## src/rtl/lab4_pkg.sv

```systemverilog
// rtl/lab4_pkg.sv - shared types and constants for the lab 4 task sequencer
package lab4_pkg;

    localparam int DATA_W_DEF = 8;
    localparam int ADDR_W_DEF = 5;

    // Shown on the HEX display when the watchdog gives up on an engine
    localparam logic [7:0] ERR_DISP = 8'hEE;

    typedef enum logic [2:0] {
        IDLE,
        LAUNCH,
        WAIT,
        HOLD,
        ERR
    } seq_state_t;

    typedef enum logic {
        MODE_BITCOUNT = 1'b0,
        MODE_SEARCH   = 1'b1
    } mode_t;

    function automatic logic [7:0] search_disp(input logic found, input logic [7:0] addr_ext);
        return found ? addr_ext : 8'h00;
    endfunction

endpackage

```

## src/rtl/key_sync_edge.sv

```systemverilog
// rtl/key_sync_edge.sv - synchronizes an active-low key and pulses once per press
module key_sync_edge (
    input  logic clk,
    input  logic reset,
    input  logic key_n,
    output logic fall
);

    logic sync1;
    logic sync2;
    logic prev;

    // All flops reset to the released level so leaving reset never looks like a press
    always_ff @(posedge clk) begin
        if (reset) begin
            sync1 <= 1'b1;
            sync2 <= 1'b1;
            prev  <= 1'b1;
        end else begin
            sync1 <= key_n;
            sync2 <= sync1;
            prev  <= sync2;
        end
    end

    assign fall = prev & ~sync2;

endmodule

```

## src/rtl/task_sequencer.sv

```systemverilog
// rtl/task_sequencer.sv - launches bit-count or binary-search engine per key press; watchdog under TASK_SEQ_TIMEOUT_EN
module task_sequencer
    import lab4_pkg::*;
#(
    parameter int DATA_W  = DATA_W_DEF,
    parameter int ADDR_W  = ADDR_W_DEF,
    parameter int TIMEOUT = 1023
) (
    input  logic              clk,
    input  logic              reset,
    input  logic              start_n,
    input  logic              mode,
    input  logic [DATA_W-1:0] operand,
    output logic              bc_start,
    output logic [DATA_W-1:0] bc_data,
    input  logic              bc_done,
    input  logic [3:0]        bc_result,
    output logic              bs_start,
    output logic [DATA_W-1:0] bs_target,
    input  logic              bs_done,
    input  logic              bs_found,
    input  logic [ADDR_W-1:0] bs_addr,
    output logic              busy,
    output logic              result_valid,
    output logic              timeout_err,
    output logic              disp_mode,
    output logic [7:0]        disp_value,
    output logic              disp_found
);

    seq_state_t state;
    logic       req;
    logic       can_launch;
    logic       sel_done;

    key_sync_edge u_start_key (
        .clk   (clk),
        .reset (reset),
        .key_n (start_n),
        .fall  (req)
    );

`ifdef TASK_SEQ_TIMEOUT_EN
    localparam int WD_W = (TIMEOUT > 1) ? $clog2(TIMEOUT + 1) : 1;
    logic [WD_W-1:0] wdog;
    logic            timeout_err_r;

    assign timeout_err = timeout_err_r;
    assign can_launch  = req && (state == IDLE || state == HOLD || state == ERR);
`else
    logic [31:0] unused_timeout;

    assign unused_timeout = 32'(TIMEOUT);
    assign timeout_err    = 1'b0;
    assign can_launch     = req && (state == IDLE || state == HOLD);
`endif

    // Only the engine chosen at launch may end the wait
    assign sel_done = (mode_t'(disp_mode) == MODE_SEARCH) ? bs_done : bc_done;

    always_ff @(posedge clk) begin
        if (reset) begin
            state         <= IDLE;
            bc_start      <= 1'b0;
            bs_start      <= 1'b0;
            bc_data       <= '0;
            bs_target     <= '0;
            busy          <= 1'b0;
            result_valid  <= 1'b0;
            disp_mode     <= 1'b0;
            disp_value    <= 8'h00;
            disp_found    <= 1'b0;
`ifdef TASK_SEQ_TIMEOUT_EN
            wdog          <= '0;
            timeout_err_r <= 1'b0;
`endif
        end else begin
            bc_start <= 1'b0;
            bs_start <= 1'b0;
            if (can_launch) begin
                state        <= LAUNCH;
                busy         <= 1'b1;
                result_valid <= 1'b0;
                disp_mode    <= mode;
                bc_data      <= operand;
                bs_target    <= operand;
                bc_start     <= (mode_t'(mode) == MODE_BITCOUNT);
                bs_start     <= (mode_t'(mode) == MODE_SEARCH);
`ifdef TASK_SEQ_TIMEOUT_EN
                timeout_err_r <= 1'b0;
`endif
            end else begin
                case (state)
                    LAUNCH: begin
                        state <= WAIT;
`ifdef TASK_SEQ_TIMEOUT_EN
                        wdog  <= '0;
`endif
                    end
                    WAIT: begin
                        // done is checked first so it beats a same-cycle terminal count
                        if (sel_done) begin
                            state        <= HOLD;
                            busy         <= 1'b0;
                            result_valid <= 1'b1;
                            if (mode_t'(disp_mode) == MODE_SEARCH) begin
                                disp_value <= search_disp(bs_found, 8'(bs_addr));
                                disp_found <= bs_found;
                            end else begin
                                disp_value <= {4'b0000, bc_result};
                                disp_found <= 1'b0;
                            end
`ifdef TASK_SEQ_TIMEOUT_EN
                        end else if (wdog == WD_W'(TIMEOUT - 1)) begin
                            state         <= ERR;
                            busy          <= 1'b0;
                            timeout_err_r <= 1'b1;
                            disp_value    <= ERR_DISP;
                            disp_found    <= 1'b0;
                        end else begin
                            wdog <= wdog + 1'b1;
`endif
                        end
                    end
                    IDLE, HOLD: state <= state;
`ifdef TASK_SEQ_TIMEOUT_EN
                    ERR:        state <= ERR;
`endif
                    default:    state <= IDLE;
                endcase
            end
        end
    end

endmodule

```

## config.mk

```make
export PLATFORM = sky130hd
export DESIGN_NAME = task_sequencer
export DESIGN_NICKNAME = d
export VERILOG_FILES = /design/src/rtl/lab4_pkg.sv /design/src/rtl/key_sync_edge.sv /design/src/rtl/task_sequencer.sv
export SDC_FILE = /design/constraint.sdc
export NUM_CORES = 1
export LEC_CHECK = 0
export ABC_CLOCK_PERIOD_IN_PS = 2300
export CAP_MARGIN = 20
export CORE_MARGIN = 4
export CORE_UTILIZATION = 37
export CTS_CLUSTER_DIAMETER = 150
export DETAILED_ROUTE_END_ITERATION = 7
export GPL_TIMING_DRIVEN = 0
export PLACE_DENSITY = 0.75
export SETUP_SLACK_MARGIN = 0.1
export SYNTH_ARGS = -nofsm -noshare
export SYNTH_HDL_FRONTEND = slang
export SYNTH_SLANG_ARGS = --single-unit
```

## constraint.sdc

```tcl
create_clock -name clk -period 2.3 [get_ports clk]
set_input_delay 0.46 -clock clk [delete_from_list [all_inputs] [get_ports clk]]
set_output_delay 0.46 -clock clk [all_outputs]
set_load 0.05 [all_outputs]
```

# [After elaboration in Yosys (flattened, before gate mapping)]
# Index checks and enable logic that the tools add are counted.
[totals] reg_bits=28 latch_bits=0 mem_bits_rw=0 mem_bits_ro=0 inputBits=24 out_inout_bits=31 wordCells=47 mem_count=0
[classes] addsub=0 multipliers=0 div=0 n_lt_le_gt_ge=0 eq_ne=6 n_shift=0 mux=10 bitwise=5 n_reduce_logical=13
[ops] cell="$mux W5" count=2
[ops] cell="$pmux W3 S3" count=1
[ops] cell="$reduce_and A2 Y1" count=4
[ops] cell="$eq A3 B2 Y1 const B" count=2
[ops] cell="$mux W1" count=6
[ops] cell="$reduce_or A2 Y1" count=3
[ops] cell="$ne A2 B2 Y1 const B" count=2
[ops] cell="$not A1 Y1" count=4
[ops] cell="$reduce_bool A2 Y1" count=2
[ops] cell="$eq A3 B1 Y1 const B" count=1
[ops] cell="$logic_not A3 Y1" count=1
[ops] cell="$mux W3" count=1
[ops] cell="$ne A3 B3 Y1 const B" count=1
[ops] cell="$reduce_and A3 Y1" count=1
[ops] cell="$and A1 B1 Y1" count=1
[ops] cell="$logic_and A1 B1 Y1" count=1
[ops] cell="$logic_or A1 B1 Y1" count=1

# [Logic depth before layout (Yosys ltp)]
# Gate-level depths: netlist (run 1).
[depth] word_depth=5 mapped_depth=6 depth_no_buf=5

# [Cells and area by module]
# Synthesis (run 1) repeated with hierarchy kept, for this count alone.
[unflattened] cells_unflattened=118 area_unflattened_um2=1053.5
[by_module_without_submodules] mod="task_sequencer" n_inst=1 cells_per_inst=111 area_each_um2=968.4 seq_area_each_um2=420.4
[by_module_without_submodules] mod="key_sync_edge" n_inst=1 cells_per_inst=7 area_each_um2=85.1 seq_area_each_um2=60.1

# [Worst setup path before layout (run 1)]
# OpenSTA, ideal clock, no wires.
[synth_timing] path_type="register to register" from="register state[0]" to="register disp_value[0]" setup_time_ps=152 arrival_time_ps=1524 t_required_ps=2148 slack_ps=624 path_stages_with_launch=7 n_path_buf=1 period_less_slack_ps=1676 path_cell_list="dfxtp_1 inv_1 ha_1 and3b_1 clkbuf_2 nor3_1 a311oi_1"
[synth_between] elab_chain_len=5 word_cells_on_any_way=7 cone_classes="eq/ne: 2; bitwise: 1; reduce/logical: 4"
[synth_lines] item="start: declaration" line_no="task_sequencer.sv:31" rtl="seq_state_t state;"
[synth_lines] item="start signal: assignment" line_no="task_sequencer.sv:125" rtl="IDLE, HOLD: state <= state;"
[synth_lines] item="$eq A3 B2 Y1 / $logic_not A3 Y1 (equally long branches)" line_no="task_sequencer.sv:55" rtl="assign can_launch = req && (state == IDLE || state == HOLD);"
[synth_lines] item="$logic_or A1 B1 Y1" line_no="task_sequencer.sv:55"
[synth_lines] item="$logic_and A1 B1 Y1" line_no="task_sequencer.sv:55"
[synth_lines] item="$not A1 Y1 (no line)"
[synth_lines] item="$reduce_and A3 Y1 (no line) *"
[synth_lines] item="end signal: assignment" line_no="task_sequencer.sv:107" rtl="disp_value <= search_disp(bs_found, 8'(bs_addr));"
[synth_lines] item="end signal: assignment" line_no="task_sequencer.sv:110" rtl="disp_value <= {4'b0000, bc_result};"
[synth_lines] item="end: declaration" line_no="task_sequencer.sv:27" rtl="output logic [7:0] disp_value,"
# Every way passes the cells marked *; elsewhere a longest branch is shown, timed or not.
# A chain may end at the register's enable or synchronous reset.

# [Worst setup path in the final report (run 1)]
[layout_timing] from="register disp_mode" to="output port disp_mode"
[layout_rtl] item="start: declaration" line_no="task_sequencer.sv:26" rtl="output logic disp_mode,"
[layout_rtl] item="start signal: assignment" line_no="task_sequencer.sv:84" rtl="disp_mode <= mode;"
# No word-level cell between the ends.

==> results.md, run 1 <==
* Area of the core at 0.00250 mm2
* Cell with the biggest individual delay on the critical path: sky130_fd_sc_hd__clkdlybuf4s50_1
* Netlist area before placement at 980 um2
* Sinks on the clock net at 24
* Async S/R FF share, synth at 0%
* Violation count after the first detailed-route iteration at 10
* Predominant post-synthesis flop cell: sky130_fd_sc_hd__dfxtp_1
* Port Buffers at 50
* Power per cell area at 818 mW/mm2
* Worst hold path class: reg2reg
* Setup repair after global routing missed its margin: false
* End of the worst hold path: u_start_key.sync2
* Number of design rule violations left after detail routing at 0
* Die span in x at 59.5 um
* Slew HR at 65.9%
* Worst-case clock skew at between 0.0015 and 0.002 ns
* Number of antenna violations at the first check in global routing at 0
* Register-to-Register Setup Slack at 0.48 ns
* Diodes inserted at 0
* Peak fanout along the critical path at 5
* Minimum clock period after layout at 2.07 ns
* Clock tree from TritonCTS: done
* Most frequent cell after synthesis: sky130_fd_sc_hd__dfxtp_1
* Remaining Overflow, GRT at 0
* Count of maximum capacitance violations at 0
* Gate Count Post-Synth at 97
* Worst hold path depth at 1
* Category of the most critical setup path: reg2out
* Clock transition at the register clock pins on the worst setup and hold paths after CTS at 0.13 ns
* Cell types with the highest counts after synthesis: sky130_fd_sc_hd__dfxtp_1, sky130_fd_sc_hd__buf_4, sky130_fd_sc_hd__a22o_1, sky130_fd_sc_hd__nand2b_1, sky130_fd_sc_hd__nand3_1
* Fraction of power consumed by combinational cells at 38.6%
* Length in cells of the worst reg-to-reg path at 6
* Post-CTS Resized at 0
* Placer congestion estimate at 0.761
* Clock tree root buffer cell: sky130_fd_sc_hd__clkbuf_4
* Total iterations of the first detailed-routing run at 4
* WHS at 0.430 ns
* Kind of end point of the critical path: output port
* Overall Global Routing Usage at 14.1%
* # fillers at 200
* Number of flops mapped to enable cells by yosys at 0
* Final worst setup slack at 0.225 ns
* Number of buffers created by CTS at 3
* Ranking of synthesized cells by area: sky130_fd_sc_hd__dfxtp_1, sky130_fd_sc_hd__buf_4, sky130_fd_sc_hd__a22o_1
* FF-to-FF Start: state[0]
* Portion of total power attributed to the clock network at 23.3%
* Top-area cell type share of the netlist area at 49.0%
* Number of register bits inferred by synthesis at 24
* Switching fraction of total power at 35.7%
* Critical Path, Cell by Cell: clkdlybuf4s50_1
* Clock latency on the worst-skew pair at 0.31 ns
* Share of the yosys chip area belonging to registers at 49.0%
* Finish-stage setup viols at 0
* Total setup buffers inserted after CTS at 0
* Sum of negative setup slack at 0 ns
* Initial Util at 39.2%
* Leakage component of the power at 0.613 nW
* Count of cell types in the netlist at 27
* Run status: completed
* Share of final-layout standard cells stronger than drive strength 1 at about 16%
* Kind of cell adding the most delay to the critical path: buffers and inverters
* Area of the multi-input gates at 402 um2
* Reported net switching power at 0.463 mW
* CTS Buffer Depth at 2
* Post-layout net count at 180
* Die span in y at 59.5 um
* Min-Delay Startpoint: u_start_key.sync1
* Maximum operating frequency at 0.482 GHz
* Synthesis warning total at 0
* Standard-cell row count at 18
* Total detailed-routing wirelength at 2450 um
* Average cell area after synthesis at 10.1 um2
* Cell internal power dissipation at 0.835 mW
* Kind of start point of the critical path: flip-flop
* Library cell occupying the most area in the post-synthesis netlist: sky130_fd_sc_hd__dfxtp_1
* Slowest stage delay, CP at 0.85 ns
* Summed area of non-filler cells in the final layout at 0.00159 mm2
* Number of global-route vias before repair at 865
* Worst vdd ir at approximately 0.60 mV
* Synth-to-layout area growth at 61.9%
* Post-placement cell area at 0.00153 mm2
* Number of max-slew violations in the final report at 0
* Total via count after detailed routing at 928
* Sequential cell fraction of total power at roughly two fifths
* Required time of the critical path at 1.84 ns
* Sequential cell area at 480 um2
* Number of placed I/O pins at 55
* Wirelength per Cell at ~13 um
* Post-detailed-route count of antenna-violating nets at 0
* Capture instance of the worst register-to-register path: disp_value[4]
* Worst Tran Pin Value at 0.510 ns
* Maximum number of pins on one net before global-route repair at 15
* Final cycle utilization of the critical path at 90.2%
* Critical path arrival at 1.61 ns
* Bufs and invs on worst path at 1
* Number of endpoints with negative hold slack in the final report at 0
* Total power after layout at 1.30 mW
* Total die area at 0.00353 mm2
* H-tree depth at 1
* Global-route wire length before repair at 3920 um
* Via/cell ratio at 5.04
* Post-CTS Hold Fix Bufs at 0
* Post-placement worst setup slack at 0.269 ns
-- state kept, by name, summed over array words and instances, names as in the netlist --
signal and cells:
bs_start 1, disp_value 5, disp_found 1, bc_start 1, u_start_key.sync2 1, u_start_key.sync1 1, disp_mode 1, state 2
busy 1, bs_target 8, result_valid 1, u_start_key.prev 1
-- stage by stage --
| stage | utilization [%] | cells |
|---|---|---|
| after floorplan | - | 100 |
| after global placement | 61.2 | 180 |
| after detailed placement | 61.2 | 180 |
| after CTS | 63.3 | 184 |
| after global routing | 63.5 | 184 |
| final | 63.5 | 184 |
-- final cells by class --
type	instances	area share [%]
plain buffers	15	6.47
clock buffers	3	1.42
flip-flops and latches	24	30.3
well taps	30	2.37
clock inverters	1	1.89
multi-input cells	58	25.3
inverters	3	0.710
repair buffers	50	31.5
-- placed cells by master, fill, tap and decap left out, types with 2 or more instances in the layout --
master,count
sky130_fd_sc_hd__clkdlybuf4s50_1,50
sky130_fd_sc_hd__dfxtp_1,24
sky130_fd_sc_hd__buf_4,12
sky130_fd_sc_hd__a22o_1,9
sky130_fd_sc_hd__nand2b_1,5
sky130_fd_sc_hd__nand3_1,5
sky130_fd_sc_hd__a31oi_1,4
sky130_fd_sc_hd__a311oi_1,4
sky130_fd_sc_hd__a21oi_1,4
sky130_fd_sc_hd__conb_1,4
sky130_fd_sc_hd__inv_1,3
sky130_fd_sc_hd__or2_2,3
sky130_fd_sc_hd__clkbuf_4,3
sky130_fd_sc_hd__nor2_2,2
sky130_fd_sc_hd__mux2i_1,2
sky130_fd_sc_hd__clkbuf_1,2
sky130_fd_sc_hd__nand3b_1,2
sky130_fd_sc_hd__nor3_1,2
sky130_fd_sc_hd__a211oi_1,2
-- metal layers --
| layer | routed length (um) | global-route usage [%] | vias up | share of wire [%] |
|---|---|---|---|---|
| li1 | - | - | 453 | - |
| met1 | 948 | 17.3 | 448 | 39 |
| met2 | 1360 | 25.6 | 25 | 55 |
| met3 | 123 | 2.18 | 2 | 5.0 |
| met4 | 25 | 2.91 | 0 | 1.0 |
| met5 | 0 | 0 | - | 0 |
-- worst max-delay path by stage --
stage                     startpoint            end  slack, ns  cells after the start
after floorplan             state[0]  disp_value[0]       0.62                      6
after global placement       bs_done  disp_value[2]       0.38                      4
after global routing       disp_mode      disp_mode       0.17                      1
after detailed placement     bc_done  disp_value[1]       0.27                      4
after CTS                  disp_mode      disp_mode       0.21                      1
final                      disp_mode      disp_mode       0.23                      1
-- worst reg2reg max path, delay by kind of cell, from the launching register on --
family	cells	cell delay, ns
AND/OR/NAND/NOR	2	0.71
flip-flops	1	0.36
adder cells (fa/ha/maj)	1	0.35
buffers and inverters	2	0.21
AO/OA/AOI/OAI	1	0.14
-- cell families after synthesis --
logic type      after synthesis  synth area share, %
simple gates                 24                 14.7
compound gates               26                 19.8
fa+ha+maj                     1                 1.28
flops                        24                 49.0
other cells                   1                0.383
mux                           3                 3.19
buf+inv                      18                 11.6
-- power groups by stage --
stage	clock network (mW)	registers, mW	logic [mW]
2_1_floorplan	0	0.615	0.220
3_3_place_gp	0	0.501	0.488
3_5_place_dp	0	0.503	0.499
4_1_cts	0.309	0.494	0.500
5_1_grt	0.322	0.501	0.541
6_report	0.303	0.494	0.501
Power figures use the tool's default switching activity.
==> run 2: changes to the inputs <==
- CORE_UTILIZATION: 37 -> 39
- CTS_BUF_LIST: unset -> sky130_fd_sc_hd__clkbuf_2
- PLACE_DENSITY: 0.75 -> 0.78
==> results.md, run 2 (synthesized netlist as in run 1, its figures left out) <==
* Run status: completed
* Maximum operating frequency at 0.475 GHz
* FF-to-FF Start: state[0]
* Kind of start point of the critical path: flip-flop
* Total die area at between 0.003 and 0.004 mm2
* Length in cells of the worst reg-to-reg path at 6
* Category of the most critical setup path: reg2out
* Number of global-route vias before repair at around 920
* Largest register FFs at 8
* Critical Path, Cell by Cell: buf_4 -> clkdlybuf4s50_1
* Clock tree from TritonCTS: done
* Number of placed I/O pins at 55
* Clock latency on the worst-skew pair at around 0.33 ns
* Maximum number of pins on one net before global-route repair at 14
* Min-Delay Startpoint: u_start_key.sync1
* Number of buffers created by CTS at 3
* Wirelength per Cell at around 14 um
* Total iterations of the first detailed-routing run at 4
* Post-CTS Hold Fix Bufs at 0
* Worst hold path class: reg2reg
* Cell with the biggest individual delay on the critical path: sky130_fd_sc_hd__clkdlybuf4s50_1
* Port Buffers at 50
* Total power after layout at 1.15 mW
* Worst hold path depth at 1
* Global-route wire length before repair at 4150 um
* H-tree depth at 1
* Standard-cell row count at 17
* Sequential cell area at between 400 and 500 um2
* Synth-to-layout area growth at 57.7%
* Post-layout net count at 180
* Share of the core filled with cells in the final layout at 67.3%
* Area of the core at 0.00230 mm2
* Critical path arrival at 1.64 ns
* Slew HR at 58.1%
* Initial Util at 42.6%
* End of the worst hold path: u_start_key.sync2
* Post-placement cell area at 0.00153 mm2
* Post-CTS Resized at 0
* Number of antenna violations at the first check in global routing at 0
* Largest register by flop count: bs_target
* Total via count after detailed routing at roughly 900
* Most frequent cells in the layout: sky130_fd_sc_hd__clkdlybuf4s50_1, sky130_fd_sc_hd__dfxtp_1, sky130_fd_sc_hd__buf_4, sky130_fd_sc_hd__a22o_1
* Required time of the critical path at approximately 1.8 ns
* CTS Buffer Depth at 2
* Final worst setup slack at approximately 0.20 ns
* # fillers at 189
* Kind of end point of the critical path: output port
* Diodes inserted at 0
* Peak fanout along the critical path at 3
* Finish-stage setup viols at 0
* Leakage component of the power at 0.599 nW
* Via/cell ratio at 4.95
* Overall Global Routing Usage at 16.0%
* Leading cell type in the layout, fill and taps excluded: sky130_fd_sc_hd__clkdlybuf4s50_1
* Number of max-slew violations in the final report at 0
* Placer congestion estimate at 0.796
* Clock tree root buffer cell: sky130_fd_sc_hd__clkbuf_2
* Register-to-Register Setup Slack at approximately 0.33 ns
* Die span in x at 58.1 um
* Area of the multi-input gates at 397 um2
* Minimum clock period after layout at roughly 2.1 ns
* Total setup buffers inserted after CTS at 0
* Final cycle utilization of the critical path at 91.5%
* Clock transition at the register clock pins on the worst setup and hold paths after CTS at between 0.2 and 0.25 ns
* Remaining Overflow, GRT at 0
* Power per cell area at 744 mW/mm2
* Count of maximum capacitance violations at 0
* Die span in y at between 50 and 60 um
* Worst-case clock skew at 0.00446 ns
* Largest registers: bs_target x8, disp_value x5, state x2
* Total detailed-routing wirelength at 2530 um
* Number of design rule violations left after detail routing at 0
* Share of final-layout standard cells stronger than drive strength 1 at 14.3%
* Sinks on the clock net at 24
* Worst Tran Pin Value at 0.624 ns
* Post-placement worst setup slack at roughly 0.33 ns
* Setup repair after global routing missed its margin: false
* Post-detailed-route count of antenna-violating nets at 0
* Slowest stage delay, CP at 0.79 ns
* Capture instance of the worst register-to-register path: disp_value[3]
* Worst vdd ir at 0.528 mV
* Violation count after the first detailed-route iteration at 15
* Summed area of non-filler cells in the final layout at 0.00155 mm2
* Number of endpoints with negative hold slack in the final report at 0
* Sum of negative setup slack at 0 ns
* Hpwl dp at 2120 um
run 2: layer usage:
metal / wire, um / vias to the layer above / GRT usage [%]
met5: 0 / - / 0
met4: 74 / 0 / 7.62
met3: 121 / 8 / 5.35
met2: 1350 / 27 / 28.5
met1: 985 / 410 / 16.6
li1: - / 456 / -
run 2: worst max-delay path by stage:
stage                            start       endpoint  slack [ns]  cells after the start
final                     bs_target[7]   bs_target[7]        0.20                      2
after global routing      bs_target[0]   bs_target[0]        0.12                      2
after CTS                 bs_target[7]   bs_target[7]        0.17                      2
after detailed placement      state[0]  disp_value[2]        0.33                      6
after global placement         bs_done  disp_value[2]        0.39                      4
after floorplan               state[0]  disp_value[0]        0.62                      6
run 2: layout make-up:
| class | instances | share of cell area, % |
|---|---|---|
| repair buffers | 50 | 32.4 |
| plain buffers | 15 | 6.64 |
| multi-input cells | 58 | 25.7 |
| inverters | 3 | 0.729 |
| well taps | 28 | 2.27 |
| clock buffers | 3 | 0.972 |
| clock inverters | 1 | 0.243 |
| flip-flops and latches | 24 | 31.1 |
run 2: per-stage QoR:
stage / instances / hold WS (ns)
after floorplan: 100 / 0.389
after CTS: 182 / 0.452
final: 182 / 0.451
after global placement: 178 / 0.394
after global routing: 182 / 0.488
after detailed placement: 178 / 0.407
run 2: worst max-delay path, delay by kind of cell, from the launching register on:
kind | cells | cell delay (ns)
buf+inv | 2 | 0.91
flops | 1 | 0.41
run 2: power breakdown:
| part | internal [mW] | total [mW] | switching (mW) | leakage, nW |
|---|---|---|---|---|
| clock | 0.0378 | 0.156 | 0.118 | 0.0140 |
| sequential | 0.465 | 0.495 | 0.0300 | 0.195 |
| combinational | 0.193 | 0.498 | 0.305 | 0.389 |
==> edit: new RTL, settings of run 1 <==
Build with the macro `TASK_SEQ_TIMEOUT_EN` defined.
--- a/src/rtl/task_sequencer.sv
+++ b/src/rtl/task_sequencer.sv
@@ -1,4 +1,6 @@
 // rtl/task_sequencer.sv - launches bit-count or binary-search engine per key press; watchdog under TASK_SEQ_TIMEOUT_EN
+`define TASK_SEQ_TIMEOUT_EN
+
 module task_sequencer
     import lab4_pkg::*;
 #(
Formal check against the unedited RTL: same outputs for any inputs over 10 cycles, from zero or initial values and one cycle with reset high; that may be too few to reach the edited logic, so the function may still have changed.
==> edit against run 1 <==
Hold slack lost 0.019 ns; largest cell class is now multi-input gates; worst setup slack improved by 0.0095 ns; synthesized area grew 77%; sequential cell count grew 13; critical endpoint is now wdog[5]$_SDFFE_PP0P_; routed wire length increased by 82%; total power grew 6.2%; synthesized cell count is 100% higher; design area is 56% higher; count of clock-buffer cells in the layout increased by 4; maximum frequency increased by 0.46%.
==> edit: results (changes against run 1) <==
Pin count of the biggest net entering global routing: 12 (was 15)
R2R depth: 6 (unchanged)
Dpl cells: 301 (was 180)
FF-to-FF Start: disp_mode$_SDFFE_PP0P_ (was state[0]$_SDFFE_PP0P_)
CP max FO: 10 (was 5)
Net Count, Synth: 221
Critical Path Max Stage Delay: 0.49 ns (was 0.85 ns)
Worst-path clk slew: 0.07 ns (was 0.13 ns)
Lkg Pwr: 0.892 nW (was 0.613 nW)
Initial antenna violation count: 0 (unchanged)
Vias per inst: 5.27 (was 5.04)
H-tree depth: 2 (was 1)
Vias: 1629 (was 928)
Synth top cells by count: dfxtp_1 (37), a21oi_1 (20), nor2_1 (17) (was dfxtp_1 (24), buf_4 (12), a22o_1 (9))
Main synth FF type: dfxtp_1 (unchanged)
Final net count: 282 (was 180)
Root Driver: clkbuf_8 (was clkbuf_4)
DP Wirelength: 3290 µm
Synth async-reset ratio: 0% (unchanged)
Crit-path slowest cell: clkdlybuf4s50_1 (unchanged)
Slew @ Worst Pin: 0.543 ns (was 0.510 ns)
Postcts setup bufs: 0 (unchanged)
GRT Util Overall: 15.6% (was 14.1%)
Critical Path Sink: wdog[5]$_SDFFE_PP0P_ (was disp_mode)
WP data arrival: 2.29 ns (was 1.61 ns)
Worst Setup SP: bs_done (was disp_mode$_SDFFE_PP0P_)
Peak supply drop: 275 µV (was 605 µV)
Routed WL per cell: 14.4 µm (was 13.3 µm)
Clock latency on the worst-skew pair: 0.30 ns
Netlist cell types: 35 (was 27)
Diodes inserted: 0 (unchanged)
Vias in the first global route: 1452 (was 865)
First-pass GRT wire length: 7250 µm (was 3920 µm)
Initial detailed-routing violation count: 174 (was 10)
Status: finished, final reports clean (unchanged)
CTS Buf Count: 5 (was 3)
Sequential share of the synthesized area: 42.8% (was 49.0%)
Final clock skew: 0.00721 ns (was 0.00160 ns)
Design area: 2470 µm² (was 1590 µm²)
Number of port buffers: 54 (was 50)
Share of cells above drive strength 1: 14.0% (was 15.6%)
R2R setup slack: 0.30 ns (was 0.48 ns)
Area contributors post-synth: dfxtp_1 (43%), mux2i_1 (6.9%), a21oi_1 (5.8%) (was dfxtp_1 (49%), buf_4 (9.2%), a22o_1 (8.0%))
Layout fillers: 411 (was 200)
Syn Area/Cell: 8.87 µm² (was 10.1 µm²)
Placer Congestion: 0.843 (was 0.761)
Area after DPL: 2340 µm² (was 1530 µm²)
Clock Path Buffers: 2 (unchanged)
Top flop regs: wdog (10), bs_target (8), disp_value (6) (was bs_target (8), disp_value (5), state (2))
[edit: changes by cell type in the layout (fill, tap and decap cells not counted), moves of 7 or more]
cell             run 1  this run
clkbuf_8             0         7
nor2_1               0        17
a22o_1               9         0
a21oi_1              4        19
dfxtp_1             24        37
mux2i_1              2        11
[edit: final cells by class]
type / instances / area [µm²] / area share, %
inverter: 7 / 26.3 / 1.06
multi-input combinational: 130 / 865 / 35.0
sequential: 37 / 741 / 30.0
clock inverter: 1 / 5.00 / 0.203
tap: 52 / 65.1 / 2.64
buffer: 21 / 130 / 5.27
timing repair buffer: 54 / 541 / 21.9
clock buffer: 7 / 96.3 / 3.90
[edit: power breakdown]
group          switching, mW  internal, mW
Sequential            0.0100         0.655
Combinational          0.118        0.0924
Clock                  0.232         0.271
Total                  0.360          1.02
[edit: kinds of logic after synthesis]
family	share of synthesized area [%]
AOI/OAI and AO/OA	16.8
DFF	42.8
and+or+nand+nor	22.3
muxes	7.59
adders and majority gates	1.45
buffers and inverters	9.04
[edit: per-stage QoR]
step / setup slack, ns / hold slack (ns) / utilization [%]
6_report: 0.234 / 0.410 / 55.5
4_1_cts: 0.104 / 0.416 / 55.0
2_1_floorplan: 0.135 / 0.389 / -
5_1_grt: 0.169 / 0.434 / 55.5
3_3_place_gp: -0.212 / 0.395 / 52.6
3_5_place_dp: -0.226 / 0.398 / 52.6
[edit: timing repair]
item / 4_1_cts / 5_1_grt
pin swaps: 0 / 0
endpoints found under the setup margin: 1 / 10
hold endpoints to repair: 0 / 0
resized for setup: 1 / 4
hold buffers: 0 / 0
gates cloned: 0 / 0
[edit: worst min-delay path by stage]
stage,startpoint,to,slack [ns],depth (start not counted)
2_1_floorplan,u_start_key.sync1$_SDFF_PP1_,u_start_key.sync2$_SDFF_PP1_,0.39,1
3_3_place_gp,u_start_key.sync1$_SDFF_PP1_,u_start_key.sync2$_SDFF_PP1_,0.40,1
3_5_place_dp,u_start_key.sync1$_SDFF_PP1_,u_start_key.sync2$_SDFF_PP1_,0.40,1
4_1_cts,u_start_key.sync1$_SDFF_PP1_,u_start_key.sync2$_SDFF_PP1_,0.42,1
5_1_grt,u_start_key.sync1$_SDFF_PP1_,u_start_key.sync2$_SDFF_PP1_,0.43,1
6_report,u_start_key.sync1$_SDFF_PP1_,u_start_key.sync2$_SDFF_PP1_,0.41,1
[edit: per-layer routing]
layer / vias to the layer above / share of wire (%) / track usage [%]
li1: 826 / - / -
met1: 754 / 45 / 19.0
met2: 43 / 50 / 25.8
met3: 6 / 4.1 / 4.14
met4: 0 / 1.8 / 6.52
met5: - / 0 / 0
[edit: critical path, delay by kind of cell]
family / cells / cell delay [ns]
and+or+nand+nor: 1 / 0.38
AOI/OAI and AO/OA: 1 / 0.17
buffers and inverters: 2 / 0.76
muxes: 2 / 0.51
